==> config.mk <==
export PLATFORM = sky130hd
export DESIGN_NAME = shift_sequencer_flat
export DESIGN_NICKNAME = d
export VERILOG_FILES = /design/src/rtl/shift_sequencer_if.sv /design/src/rtl/shift_sequencer.sv /design/src/flat_wrapper.sv
export SDC_FILE = /design/constraint.sdc
export NUM_CORES = 1
export LEC_CHECK = 0
export BUFFER_PORTS_ARGS = -buffer_cell sky130_fd_sc_hd__buf_2
export CAP_MARGIN = 5
export CORE_MARGIN = 10
export CORE_UTILIZATION = 40
export CTS_CLUSTER_DIAMETER = 40
export DETAILED_ROUTE_END_ITERATION = 8
export SLEW_MARGIN = 40
export SYNTH_ARGS = -nofsm -noshare
export SYNTH_HDL_FRONTEND = slang
export SYNTH_SLANG_ARGS = --single-unit
export TNS_END_PERCENT = 20
==> constraint.sdc <==
create_clock -name clk -period 2.4 [get_ports clk]
set_input_delay 0 -clock clk [delete_from_list [all_inputs] [get_ports clk]]
set_output_delay 0 -clock clk [all_outputs]
set_load 0.05 [all_outputs]
==> src/rtl/shift_sequencer_if.sv <==
// Command/result handshake bundle for shift_sequencer.
// Master drives the command and accepts the result; slave is the shift unit.
interface shift_sequencer_if #(
    parameter int unsigned Nbits = 32
);
    localparam int unsigned Abits = $clog2(Nbits);

    logic             in_valid;
    logic             in_ready;
    logic [1:0]       op;
    logic [Abits-1:0] amt;
    logic [Nbits-1:0] In;
    logic             out_valid;
    logic             out_ready;
    logic [Nbits-1:0] Out;

    modport master (
        output in_valid, op, amt, In, out_ready,
        input  in_ready, out_valid, Out
    );

    modport slave (
        input  in_valid, op, amt, In, out_ready,
        output in_ready, out_valid, Out
    );
endinterface

==> src/rtl/shift_sequencer.sv <==
// Multi-cycle variable-amount shifter: one step of 3 (or 1 for the remainder) per clock.
// Ops: 00 SLL, 01 SRL, 10 SRA, 11 ROR.
module shift_sequencer #(
    parameter int unsigned Nbits = 32
) (
    input logic              clk,
    input logic              reset_n,
    shift_sequencer_if.slave bus
);
    localparam int unsigned Abits = $clog2(Nbits);

    typedef enum logic [1:0] {StIdle, StShift, StDone} state_e;

    state_e           r_state;
    state_e           w_state_next;
    logic [Nbits-1:0] r_work;
    logic [Nbits-1:0] r_out;
    logic [Nbits-1:0] w_step;
    logic [Abits-1:0] r_cnt;
    logic [Abits-1:0] w_cnt_next;
    logic [1:0]       r_op;
    logic             w_big;
    logic             w_accept;

    assign w_accept   = (r_state == StIdle) && bus.in_valid;
    assign w_big      = (r_cnt >= Abits'(3));
    assign w_cnt_next = w_big ? (r_cnt - Abits'(3)) : (r_cnt - Abits'(1));

    // One shift step: by 3 while at least 3 remain, else by 1.
    always_comb begin
        w_step = r_work;
        case (r_op)
            2'b00: w_step = w_big ? {r_work[Nbits-4:0], 3'b000}
                                  : {r_work[Nbits-2:0], 1'b0};
            2'b01: w_step = w_big ? {3'b000, r_work[Nbits-1:3]}
                                  : {1'b0, r_work[Nbits-1:1]};
            2'b10: w_step = w_big ? {{3{r_work[Nbits-1]}}, r_work[Nbits-1:3]}
                                  : {r_work[Nbits-1], r_work[Nbits-1:1]};
            default: w_step = w_big ? {r_work[2:0], r_work[Nbits-1:3]}
                                    : {r_work[0], r_work[Nbits-1:1]};
        endcase
    end

    always_comb begin
        w_state_next = r_state;
        case (r_state)
            StIdle: begin
                if (bus.in_valid) begin
                    w_state_next = (bus.amt == '0) ? StDone : StShift;
                end
            end
            StShift: begin
                if (w_cnt_next == '0) begin
                    w_state_next = StDone;
                end
            end
            StDone: begin
                if (bus.out_ready) begin
                    w_state_next = StIdle;
                end
            end
            default: w_state_next = StIdle;
        endcase
    end

    always_ff @(posedge clk or negedge reset_n) begin
        if (!reset_n) begin
            r_state <= StIdle;
        end else begin
            r_state <= w_state_next;
        end
    end

    // Out is only written when a result completes, so it holds steady in IDLE and DONE.
    always_ff @(posedge clk or negedge reset_n) begin
        if (!reset_n) begin
            r_work <= '0;
            r_out  <= '0;
            r_cnt  <= '0;
            r_op   <= '0;
        end else if (w_accept) begin
            r_work <= bus.In;
            r_op   <= bus.op;
            r_cnt  <= bus.amt;
            if (bus.amt == '0) begin
                r_out <= bus.In;
            end
        end else if (r_state == StShift) begin
            r_work <= w_step;
            r_cnt  <= w_cnt_next;
            if (w_cnt_next == '0) begin
                r_out <= w_step;
            end
        end
    end

    assign bus.in_ready  = (r_state == StIdle);
    assign bus.out_valid = (r_state == StDone);
    assign bus.Out       = r_out;
endmodule
==> src/flat_wrapper.sv <==
// flat-port wrapper written by rule: the top's interface ports become plain ports
module shift_sequencer_flat 
#(
    parameter int unsigned Nbits = 32
)
  (clk, reset_n, bus_in_valid, bus_op, bus_amt, bus_In, bus_out_ready, bus_in_ready, bus_out_valid, bus_Out);
  shift_sequencer_if #(.Nbits(Nbits)) bus_i ();
  input logic clk;
  input logic reset_n;
  input wire logic [$bits(bus_i.in_valid)-1:0] bus_in_valid;
  input wire logic [$bits(bus_i.op)-1:0] bus_op;
  input wire logic [$bits(bus_i.amt)-1:0] bus_amt;
  input wire logic [$bits(bus_i.In)-1:0] bus_In;
  input wire logic [$bits(bus_i.out_ready)-1:0] bus_out_ready;
  output wire logic [$bits(bus_i.in_ready)-1:0] bus_in_ready;
  output wire logic [$bits(bus_i.out_valid)-1:0] bus_out_valid;
  output wire logic [$bits(bus_i.Out)-1:0] bus_Out;
  assign bus_i.in_valid = bus_in_valid;
  assign bus_i.op = bus_op;
  assign bus_i.amt = bus_amt;
  assign bus_i.In = bus_In;
  assign bus_i.out_ready = bus_out_ready;
  assign bus_in_ready = bus_i.in_ready;
  assign bus_out_valid = bus_i.out_valid;
  assign bus_Out = bus_i.Out;
  shift_sequencer #(.Nbits(Nbits)) u_core (.clk(clk), .reset_n(reset_n), .bus(bus_i));
endmodule
==> impl_metrics.toml <==
[worst_setup_path]
worstSetupStartpointType = "flop"
crit_chain = "ha_1 -> buf_4 -> nor4_4 -> nand2_2 -> a2111oi_0 -> a311o_1 -> mux2i_1"
critPathMaxStageDelay_ns = 0.65
endpoint_kind = "flop"
crit_type = "reg -> reg"
worstPathMaxFanout = 7
crit_buf_inv = 1
worst_ep_arrival_time_ns = 2.58
cp_data_required_time_ns = 2.63
rrSetupSlack_ns = 0.05
cp_slowest_cell = "a2111oi_0"
crit_family = "compound AO/OA/AOI/OAI gates"

[sta]
worst_pin_slew_ns = 0.7320
hold_viol = 1
maxSlewHeadroom = 0.5120
timing.hold.ws_ns = -0.01130
finalCritPeriodShare = 0.9792
clock_skew_ns = 0.007639
finalSetupViolations = 0
max_freq_mhz = 425.5
final.min_clock_period_ns = 2.350
tns_ns = 0
finalMaxSlewViolations = 0

[synth]
synth_mux_area_frac = 0.09205
synth-simple-area-share = 0.1829
synthFlopType = "dfrtp_1"
async_flop_share = 1.000
synth_top_family_by_area = "compound AO/OA/AOI/OAI gates"
syn-cell-area_mm2 = 0.004078
synth-seq-area-share = 0.4480
ys_types = 47
syn_nets = 508
synth_xor_area_frac = 0
synth-compound-area-share = 0.1970
synth_area_per_cell_um2 = 8.807
syn_inst = 463
synth_edf_count = 0
yosys_warnings = 0
synth-adder-area-share = 0.008592
ys_ff_latch = 73

[placed_design]
io_buffers = 76
place_inst = 661
gp_congestion = 0.8930
dpl_cell_area_mm2 = 0.004695
dp_hpwl_um = 8460

[finish]
syn_to_final_growth_pct = 25.96
seq_area_mm2 = 0.001827
n_antenna_cell = 0
final_cells = 693
final_area_mm2 = 0.005136
fillers = 942
num-nets-final = 600
multi_input_area_mm2 = 0.001999
drive_gt1_frac = 0.2375

[route]
drt-wirelength-per-cell_um = 16.72
viasPerCell = 5.488
first_pass_iters = 4
drc_errors = 0
routed_wl_um = 11590
initialDrtViolationCount = 354
detail-route-antenna-nets = 0
num_vias = 3803

[global_route]
grt_pass1_wl_um = 19350
overflow = 0
grt_use_total = 0.1608
grt_max_degree = 57
antenna_found_initial = 0
grt_pass1_vias = 3861

[clock_tree]
cts_buffers = 9
cts_tree = "built"
clk_path_buf_depth = 2
cts.sinks = 73
insertion_delay_ns = 0.34
cts-root-buf = "clkbuf_8"
cts.clk_slew.worst_paths_ns = 0.08
h-tree-depth = 3

[floorplanning]
floorplan.initialDensity = 0.4134
die_w_um = 121.0
row_count = 36
core_region_area_mm2 = 0.009864
io_pins = 77
chipHeight_um = 121.0
dieArea_mm2 = 0.01463

[status]
status = "finished, violations left"
violations = "hold timing"

[flow_run]
cap_violations = 0

[worst_hold_path]
hold_class = "in -> reg"
==> synth_stat cells (2+ instances only) <==
library cell | number | area, um2
a22oi_1 | 3 | 22.52
ha_1 | 2 | 25.02
buf_6 | 4 | 45.04
clkbuf_1 | 30 | 112.6
inv_1 | 33 | 123.9
a2111oi_0 | 2 | 17.52
nor2_1 | 12 | 45.04
a311o_1 | 2 | 20.02
o21ai_0 | 30 | 150.1
mux2_2 | 2 | 22.52
buf_2 | 2 | 10.01
mux2_1 | 2 | 22.52
nor2b_1 | 2 | 12.51
and3_1 | 2 | 12.51
o21ai_1 | 37 | 185.2
nand2_1 | 46 | 172.7
a311oi_1 | 2 | 17.52
a21oi_1 | 8 | 40.04
nand3_1 | 79 | 395.4
mux2i_1 | 33 | 330.3
dfrtp_1 | 73 | 1827
or4_1 | 2 | 15.01
o31ai_1 | 2 | 15.01
o211ai_1 | 30 | 225.2
==> routing by layer <==
layer	vias up	global-route usage	wire, um	part of all wire
met5	-	0	0	0
met4	0	0.05204	152	0.013
met2	128	0.2391	5304	0.46
met3	14	0.04653	772	0.067
li1	1854	-	-	-
met1	1807	0.2188	5361	0.46
==> final timing paths <==
path                                                from  cells after the start                              to
max                          u_core.r_cnt[0]$_DFFE_PN0P_                      7  u_core.bus.Out[27]$_DFFE_PN0P_
min                                           bus_In[29]                      3  u_core.bus.Out[29]$_DFFE_PN0P_
max reg2reg                  u_core.r_cnt[0]$_DFFE_PN0P_                      7  u_core.bus.Out[27]$_DFFE_PN0P_
min reg2reg                u_core.r_work[22]$_DFFE_PN0P_                      2   u_core.r_work[22]$_DFFE_PN0P_
max in group asynchronous                        reset_n                      3   u_core.r_work[13]$_DFFE_PN0P_
min in group asynchronous                        reset_n                      2      u_core.r_op[0]$_DFFE_PN0P_
==> sequential cells by signal, indices dropped and copies added, names as in the netlist <==
signal,cells
u_core.r_state,2
u_core.bus.Out,32
u_core.r_cnt,5
u_core.r_op,2
u_core.r_work,32
==> cells in the final DEF (no fill, tap or decap), drive strengths merged, types with 12 or more instances in the layout <==
| cell type | instances |
|---|---|
| dfrtp | 73 |
| inv | 33 |
| nand2 | 46 |
| o211ai | 30 |
| nand3 | 79 |
| o21ai | 69 |
| nor2 | 12 |
| buf | 103 |
| mux2i | 33 |
| dlygate4sd3 | 14 |
==> metrics by stage <==
step	utilization	setup slack, ns
after floorplan	-	0.05643
after CTS	0.5140	0.01642
after global placement	0.4759	0.1192
final	0.5207	0.04982
after global routing	0.5207	-0.01577
after detailed placement	0.4759	0.02188
==> worst reg2reg max path: stages (launching register included) <==
cell	delay, ns
dfrtp_1	0.38
ha_1	0.21
buf_4	0.17
nor4_4	0.33
nand2_2	0.16
a2111oi_0	0.65
a311o_1	0.25
mux2i_1	0.09
==> layout make-up <==
type	count	share of cell area
Clock inverter	5	0.02022
Multi-Input combinational cell	321	0.3893
Tap cell	133	0.03240
Sequential cell	73	0.3557
Timing Repair Buffer	117	0.1527
Clock buffer	11	0.02558
Inverter	33	0.02412
==> logic make-up (layout without fill, tap and decap cells) <==
group                    after synthesis  in the layout
AO/OA/AOI/OAI                        128            128
AND/OR/NAND/NOR                      153            153
multiplexers                          37             37
flip-flops                            73             73
buffers and inverters                 69            166
adder cells (fa/ha/maj)                3              3
==> repair_timing <==
action                                 4_1_cts  5_1_grt
buffers inserted                             0        2
hold buffers                                14        0
setup endpoints to repair                    0       35
gates resized for setup                      0        9
endpoints found under the hold margin       45        0
Power is not shown: default switching activity piles up to over one toggle a cycle in this logic, so the estimate is an artifact.
